===== src/rtl/pacman_pkg.sv =====
// Shared maze definitions for the pacman datapath: pixel codes, maze geometry and
// the dot eraser state encoding.
package pacman_pkg;

  localparam int unsigned MAZE_W_DEFAULT = 228;
  localparam int unsigned MAZE_H_DEFAULT = 144;
  localparam int unsigned DOT_SIZE       = 4;
  localparam int unsigned MAZE_ADDR_W    = 19;
  localparam int unsigned DOT_POINTS     = 10;

  // Code 2'd3 is reserved and behaves like any other non-DOT pixel.
  typedef enum logic [1:0] {
    PixEmpty = 2'd0,
    PixWall  = 2'd1,
    PixDot   = 2'd2
  } pixel_e;

  typedef enum logic [1:0] {
    StIdle  = 2'd0,
    StScan  = 2'd1,
    StDrain = 2'd2,
    StDone  = 2'd3
  } eraser_state_e;

endpackage


===== src/rtl/dot_eraser_if.sv =====
// Eat-request handshake plus maze RAM read/write ports of the dot eraser.
// The slave modport is the engine; master is game logic together with the RAM.
interface dot_eraser_if;
  import pacman_pkg::*;

  logic                   req_valid;
  logic                   req_ready;
  logic [8:0]             req_x;
  logic [8:0]             req_y;
  logic [MAZE_ADDR_W-1:0] ram_rd_addr;
  logic [1:0]             ram_rd_data;
  logic                   ram_we;
  logic [MAZE_ADDR_W-1:0] ram_wr_addr;
  logic [1:0]             ram_wr_data;

  modport master (
    output req_valid, req_x, req_y, ram_rd_data,
    input  req_ready, ram_rd_addr, ram_we, ram_wr_addr, ram_wr_data
  );

  modport slave (
    input  req_valid, req_x, req_y, ram_rd_data,
    output req_ready, ram_rd_addr, ram_we, ram_wr_addr, ram_wr_data
  );

endinterface


===== src/rtl/dot_offset_gen.sv =====
// Maps a footprint index (row-major, 4x4) to its pixel offset from the footprint's
// top-left corner in a maze of row stride MAZE_W.
module dot_offset_gen
  import pacman_pkg::*;
#(
  parameter int unsigned MAZE_W = MAZE_W_DEFAULT
) (
  input  logic [3:0]             idx,
  output logic [MAZE_ADDR_W-1:0] offset
);

  always_comb begin
    offset = MAZE_ADDR_W'(idx[3:2]) * MAZE_ADDR_W'(MAZE_W) + MAZE_ADDR_W'(idx[1:0]);
  end

endmodule


===== src/rtl/dot_eraser.sv =====
// Read-modify-write engine that clears DOT pixels in a 4x4 footprint of maze RAM.
// Optional score output enabled by defining DOT_ERASER_SCORE_EN.
module dot_eraser
  import pacman_pkg::*;
#(
  parameter int unsigned MAZE_W = MAZE_W_DEFAULT,
  parameter int unsigned MAZE_H = MAZE_H_DEFAULT,
  parameter int unsigned CNT_W  = 9
) (
  input  logic             Clk,
  input  logic             Reset,
  dot_eraser_if.slave      bus,
  output logic             dot_eaten,
  output logic             req_err,
  output logic [CNT_W-1:0] dots_eaten,
  output logic             busy
`ifdef DOT_ERASER_SCORE_EN
  ,
  output logic [15:0]      score
`endif
);

  eraser_state_e          state_q, state_d;
  logic [MAZE_ADDR_W-1:0] base_q, base_d;
  logic [3:0]             idx_q, idx_d;
  logic                   err_q, err_d;
  logic [4:0]             clr_cnt_q, clr_cnt_d;
  logic                   wr_vld_q;
  logic [MAZE_ADDR_W-1:0] wr_addr_q;
  logic [CNT_W-1:0]       dots_eaten_q, dots_eaten_d;

  logic [MAZE_ADDR_W-1:0] offset;
  logic [MAZE_ADDR_W-1:0] rd_addr;
  logic                   rd_en;
  logic                   oob;

  dot_offset_gen #(
    .MAZE_W (MAZE_W)
  ) u_offset (
    .idx    (idx_q),
    .offset (offset)
  );

  assign rd_addr = base_q + offset;

  always_comb begin
    oob = (32'(bus.req_x) + DOT_SIZE - 1 >= MAZE_W) ||
          (32'(bus.req_y) + DOT_SIZE - 1 >= MAZE_H);
  end

  // Write stage: the RAM returns the pixel one cycle after the read, so the
  // decision to clear is taken against the registered read address.
  always_comb begin
    bus.ram_we      = wr_vld_q && (bus.ram_rd_data == PixDot);
    bus.ram_wr_addr = wr_addr_q;
    bus.ram_wr_data = PixEmpty;
  end

  always_comb begin
    state_d   = state_q;
    base_d    = base_q;
    idx_d     = idx_q;
    err_d     = err_q;
    clr_cnt_d = bus.ram_we ? clr_cnt_q + 5'd1 : clr_cnt_q;
    rd_en     = 1'b0;

    unique case (state_q)
      StIdle: begin
        if (bus.req_valid) begin
          base_d    = MAZE_ADDR_W'(bus.req_y) * MAZE_ADDR_W'(MAZE_W) +
                      MAZE_ADDR_W'(bus.req_x);
          idx_d     = 4'd0;
          clr_cnt_d = 5'd0;
          err_d     = oob;
          state_d   = oob ? StDone : StScan;
        end
      end
      StScan: begin
        rd_en = 1'b1;
        idx_d = idx_q + 4'd1;
        if (idx_q == 4'd15) state_d = StDrain;
      end
      StDrain: state_d = StDone;
      StDone:  state_d = StIdle;
      default: state_d = StIdle;
    endcase
  end

  always_comb begin
    bus.req_ready   = (state_q == StIdle);
    busy            = (state_q != StIdle);
    bus.ram_rd_addr = rd_en ? rd_addr : '0;
    dot_eaten       = (state_q == StDone) && (clr_cnt_q != 5'd0) && !err_q;
    req_err         = (state_q == StDone) && err_q;
    dots_eaten_d    = dots_eaten_q;
    if (dot_eaten && (dots_eaten_q != {CNT_W{1'b1}})) begin
      dots_eaten_d = dots_eaten_q + CNT_W'(1);
    end
  end

  assign dots_eaten = dots_eaten_q;

  always_ff @(posedge Clk) begin
    if (Reset) begin
      state_q      <= StIdle;
      base_q       <= '0;
      idx_q        <= '0;
      err_q        <= 1'b0;
      clr_cnt_q    <= '0;
      wr_vld_q     <= 1'b0;
      wr_addr_q    <= '0;
      dots_eaten_q <= '0;
    end else begin
      state_q      <= state_d;
      base_q       <= base_d;
      idx_q        <= idx_d;
      err_q        <= err_d;
      clr_cnt_q    <= clr_cnt_d;
      wr_vld_q     <= rd_en;
      if (rd_en) wr_addr_q <= rd_addr;
      dots_eaten_q <= dots_eaten_d;
    end
  end

`ifdef DOT_ERASER_SCORE_EN
  logic [15:0] score_q, score_d;

  // Score tracks every eaten dot, even once the dot counter has saturated.
  always_comb begin
    score_d = score_q;
    if (dot_eaten) begin
      score_d = (score_q > 16'hFFFF - 16'(DOT_POINTS)) ? 16'hFFFF : score_q + 16'(DOT_POINTS);
    end
  end

  always_ff @(posedge Clk) begin
    if (Reset) score_q <= '0;
    else       score_q <= score_d;
  end

  assign score = score_q;
`endif

endmodule


===== src/flat_wrapper.sv =====
// flat-port wrapper written by rule: the top's interface ports become plain ports
module dot_eraser_flat import pacman_pkg::*;
#(
  parameter int unsigned MAZE_W = MAZE_W_DEFAULT,
  parameter int unsigned MAZE_H = MAZE_H_DEFAULT,
  parameter int unsigned CNT_W  = 9
)
  (Clk, Reset, dot_eaten, req_err, dots_eaten, busy, bus_req_valid, bus_req_x, bus_req_y, bus_ram_rd_data, bus_req_ready, bus_ram_rd_addr, bus_ram_we, bus_ram_wr_addr, bus_ram_wr_data);
  dot_eraser_if bus_i ();
  input  logic Clk;
  input  logic Reset;
  output logic dot_eaten;
  output logic req_err;
  output logic [CNT_W-1:0] dots_eaten;
  output logic busy;
  input wire logic [$bits(bus_i.req_valid)-1:0] bus_req_valid;
  input wire logic [$bits(bus_i.req_x)-1:0] bus_req_x;
  input wire logic [$bits(bus_i.req_y)-1:0] bus_req_y;
  input wire logic [$bits(bus_i.ram_rd_data)-1:0] bus_ram_rd_data;
  output wire logic [$bits(bus_i.req_ready)-1:0] bus_req_ready;
  output wire logic [$bits(bus_i.ram_rd_addr)-1:0] bus_ram_rd_addr;
  output wire logic [$bits(bus_i.ram_we)-1:0] bus_ram_we;
  output wire logic [$bits(bus_i.ram_wr_addr)-1:0] bus_ram_wr_addr;
  output wire logic [$bits(bus_i.ram_wr_data)-1:0] bus_ram_wr_data;
  assign bus_i.req_valid = bus_req_valid;
  assign bus_i.req_x = bus_req_x;
  assign bus_i.req_y = bus_req_y;
  assign bus_i.ram_rd_data = bus_ram_rd_data;
  assign bus_req_ready = bus_i.req_ready;
  assign bus_ram_rd_addr = bus_i.ram_rd_addr;
  assign bus_ram_we = bus_i.ram_we;
  assign bus_ram_wr_addr = bus_i.ram_wr_addr;
  assign bus_ram_wr_data = bus_i.ram_wr_data;
  dot_eraser #(.MAZE_W(MAZE_W), .MAZE_H(MAZE_H), .CNT_W(CNT_W)) u_core (.Clk(Clk), .Reset(Reset), .bus(bus_i), .dot_eaten(dot_eaten), .req_err(req_err), .dots_eaten(dots_eaten), .busy(busy));
endmodule

===== config.mk =====
export PLATFORM = sky130hd
export DESIGN_NAME = dot_eraser_flat
export DESIGN_NICKNAME = d
export VERILOG_FILES = /design/src/rtl/pacman_pkg.sv /design/src/rtl/dot_eraser_if.sv /design/src/rtl/dot_offset_gen.sv /design/src/rtl/dot_eraser.sv /design/src/flat_wrapper.sv
export SDC_FILE = /design/constraint.sdc
export NUM_CORES = 1
export LEC_CHECK = 0
export ABC_AREA = 0
export CELL_PAD_IN_SITES_DETAIL_PLACEMENT = 0
export CELL_PAD_IN_SITES_GLOBAL_PLACEMENT = 1
export CORE_MARGIN = 2
export CORE_UTILIZATION = 42
export CTS_BUF_LIST = sky130_fd_sc_hd__clkbuf_4 sky130_fd_sc_hd__clkbuf_8 sky130_fd_sc_hd__clkbuf_16
export DETAILED_ROUTE_END_ITERATION = 6
export GPL_TIMING_DRIVEN = 0
export PLACE_DENSITY = 0.91
export SETUP_SLACK_MARGIN = 0.2
export SYNTH_ARGS = -nofsm -noshare
export SYNTH_HDL_FRONTEND = slang
export SYNTH_SLANG_ARGS = --single-unit

===== constraint.sdc =====
create_clock -name Clk -period 5.4 [get_ports Clk]
set_clock_uncertainty 0.1 [all_clocks]
set_input_delay 0.81 -clock Clk [delete_from_list [all_inputs] [get_ports Clk]]
set_output_delay 0.81 -clock Clk [all_outputs]
set_load 0.01 [all_outputs]

==> impl_metrics.tcl <==
set metrics [dict create \
    fin_crit_ps 4950 \
    powerDensity_mw_per_mm2 350 \
    wl_um 12300 \
    num_rows 40 \
    startpoint "bus_req_y[2]" \
    detailed_place_hpwl_um 9770 \
    fillers 1112 \
    fp.dieW_um 115 \
    critical_path.top_delay_family "adder cells" \
    htree_num_levels 3 \
    nets 818 \
    ys_seq_area_share_pct 22.7 \
    finalSetupViolCount 0 \
    drtIter0Drc 258 \
    initial_core_util_pct 43.2 \
    leakage_uw 0.00266 \
    synthTopCellsByArea "dfxtp_1 (23%), ha_1 (16%), fa_1 (5.8%)" \
    required_ps 5550 \
    worstSetupPathType "in2reg" \
    overflow 0 \
    yosysTopAreaCellShare_pct 22.7 \
    clk-insertion-delay-late_ps 330 \
    clock-sinks 59 \
    synth_area_mm2 0.00521 \
    placed_cells 869 \
    instances_no_fill 885 \
    vdd_drop_max_uv 155 \
    syn_avg_cell_area_um2 8.31 \
    synth_seq_cells 59 \
    worstReg2RegStart "u_core.idx_q[2]" \
    die_y_um 115 \
    status "completed" \
    vias 4692 \
    yosysUniqueCellTypes 75 \
    crit_path_frequent_cell "inv_1" \
    relSlewSlack_pct 50.1 \
    max_slew.worst_pin.slew_ps 730 \
    reg2reg_setup_slack_ps 2570 \
    reg2regPathDepth 10 \
    critical_path.slowest_cell "fa_1" \
    cts-root-buf "clkbuf_16" \
    async_flop_share_pct 0 \
    port_buffers 73 \
    synthCells 627 \
    first_global_vias 4403 \
    min-delay-path-class "reg2reg" \
    synthToLayoutAreaGrowth_pct 24.6 \
    fin_crit_sh_pct 91.7 \
    first_pass_iters 4 \
    cts_tree "yes" \
    drv_slew 0 \
    wl_per_cell_um 13.8 \
    drive_gt1_share_pct 5.72 \
    max_freq_ghz 0.202 \
    dp_slack_ps -375 \
    critPathArrivalTime_ps 5100 \
    grt_max_degree 13 \
    synth_edf_count 0 \
    worst_path_largest_cell_delay_ps 530 \
    crit_fanout 11 \
    viasPerCell 5.30 \
    die-area_mm2 0.0133 \
    cp-start-kind "input pin" \
    cts_hold_buffers 0 \
    synth_top_area_cell "dfxtp_1" \
    fp.coreArea_mm2 0.0121 \
    cts-buffers-inserted 9 \
    io_pins 77 \
    grt_first_pass_wirelength_um 20200 \
    path_clk_slew_ps 50 \
    synthFlopType "dfxtp_1" \
    antenna_found_initial 0 \
    tns_ps 0 \
    rsz0062_at_grt "no" \
    gp_congestion 0.838 \
    final_antenna_net_count 0 \
    grtUsageTotal_pct 18.5 \
    critPathBufInv 5 \
    crit_path_end_kind "register" \
    rr_endpoint "u_core.bus.ram_wr_addr[11]" \
    max-cap-violations 0 \
    path_depth 16 \
    cts_buffer_depth 2 \
    final-hold-violation-count 0 \
    drc 0 \
    cts_setup_buffers 0 \
    endpoint "u_core.base_q[16]" \
    worstPathCellList "dlygate4sd2_1, inv_1, fa_1, inv_1, fa_1, ha_1, inv_1, fa_1, inv_1, ha_1, nor2_1, or2_2, a211oi_4, or2b_1, or3_1, o211ai_1" \
    worst_slack_ps 450 \
    antenna_cells 0 \
    synth_warnings 0 \
]
-- metal layers --
metal / GRT usage [%] / up-vias / share of wire [%] / wire length (µm)
met2: 31.3 / 110 / 47 / 5710
met1: 24.5 / 2173 / 48 / 5920
li1: - / 2397 / - / -
met3: 3.00 / 12 / 3.9 / 472
met5: 0 / - / 0 / 0
met4: 4.66 / 0 / 1.2 / 153
-- kinds of logic (layout without fill, tap and decap cells) --
logic type,after synthesis,count (layout),synth area share (%)
simple gates,223,223,21.5
compound gates,137,137,18.4
fa+ha+maj,83,83,22.1
buf+inv,68,157,5.60
flops,59,59,22.7
xor+xnor,46,46,7.73
mux,10,10,1.97
other cells,1,2,0.0720
-- metrics by stage --
step / total power [µW] / hold slack, ps / cell area, µm² / utilization (%)
6_report: 2270 / 369 / 6490 / 53.8
5_1_grt: 2430 / 392 / 6490 / 53.8
4_1_cts: 2280 / 370 / 6480 / 53.8
3_5_place_dp: 1660 / 362 / 6150 / 51.0
3_3_place_gp: 1630 / 351 / 6150 / 51.0
2_1_floorplan: 1320 / 324 / 5210 / -
-- how the worst min path moves through the flow --
stage | startpoint | end | slack (ps) | depth (start not counted)
floorplan | u_core.base_q[5] | u_core.base_q[5] | 320 | 2
global placement | u_core.base_q[7] | u_core.base_q[7] | 350 | 2
detailed placement | u_core.bus.ram_wr_addr[18] | u_core.bus.ram_wr_addr[18] | 360 | 2
CTS | u_core.bus.ram_wr_addr[18] | u_core.bus.ram_wr_addr[18] | 370 | 2
global route | u_core.bus.ram_wr_addr[18] | u_core.bus.ram_wr_addr[18] | 390 | 2
finish | u_core.bus.ram_wr_addr[18] | u_core.bus.ram_wr_addr[18] | 370 | 2
-- final cells by class --
| class | instances | area (µm²) | share of cell area [%] |
|---|---|---|---|
| inverter | 43 | 161 | 2.49 |
| sequential | 59 | 1180 | 18.2 |
| buffer | 25 | 130 | 2.00 |
| timing repair buffer | 73 | 737 | 11.4 |
| multi-input combinational | 501 | 3750 | 57.8 |
| clock buffer | 11 | 240 | 3.70 |
| tap | 168 | 210 | 3.24 |
| clock inverter | 5 | 77.6 | 1.20 |
-- cell usage after synthesis, drive strengths merged (8+ instances only) --
cell     n
a21oi   34
dfxtp   59
nand2   41
buf      8
clkbuf  17
a21o     8
nor2    74
o21ai   15
a22o     9
and2     8
fa      15
nor3    14
ha      68
nor2b   10
nand3   20
xnor2   27
xor2    19
mux2i    8
inv     43
a211oi  15
nand4    9
-- report_power, final --
group / total [µW] / internal, µW / switching, µW / leakage (µW)
clock network: 600 / 412 / 189 / 0.000156
registers: 584 / 522 / 61.7 / 0.000480
logic: 1090 / 477 / 609 / 0.00202
-- cells in the final DEF, fill, tap and decap left out, types with 4 or more instances in the layout --
cell type	netlist	routed
clkdlybuf4s50_1	0	69
mux2i_1	8	8
a21o_1	8	8
a31oi_1	5	5
nor3_1	13	13
inv_1	43	42
o211ai_1	5	5
nand3b_1	6	6
or3_1	5	5
xnor2_1	27	27
a21oi_1	34	34
clkbuf_16	0	9
o311ai_0	4	4
ha_1	68	68
nand4_1	9	9
a21boi_0	4	4
xor2_1	19	19
a22o_1	9	9
dfxtp_1	59	59
nand2b_1	6	6
nand3_1	20	20
buf_2	4	4
nor2b_1	10	10
a211oi_1	15	14
and2_1	8	8
fa_1	15	15
and3_1	5	5
nand2_1	40	40
nor3b_1	4	4
o21ai_0	13	13
clkbuf_1	15	15
nor2_1	74	74
-- sequential cells by signal, summed over array words and instances, names as in the netlist --
signal	cells
u_core.base_q	18
u_core.bus.ram_wr_addr	19
u_core.clr_cnt_q	5
u_core.dots_eaten	9
u_core.err_q	1
u_core.idx_q	4
u_core.state_q	2
u_core.wr_vld_q	1
-- tightest hold or removal path, cell delays in order, from the launching register on --
cell,delay [ps]
dfxtp_1,300
nand2_1,60
a21oi_1,60
-- timing repair --
item	4_1_cts	5_1_grt
endpoints found under the setup margin	3	2
hold endpoints to repair	0	0
resized for setup	3	4
(Power assumes the default switching activity.)
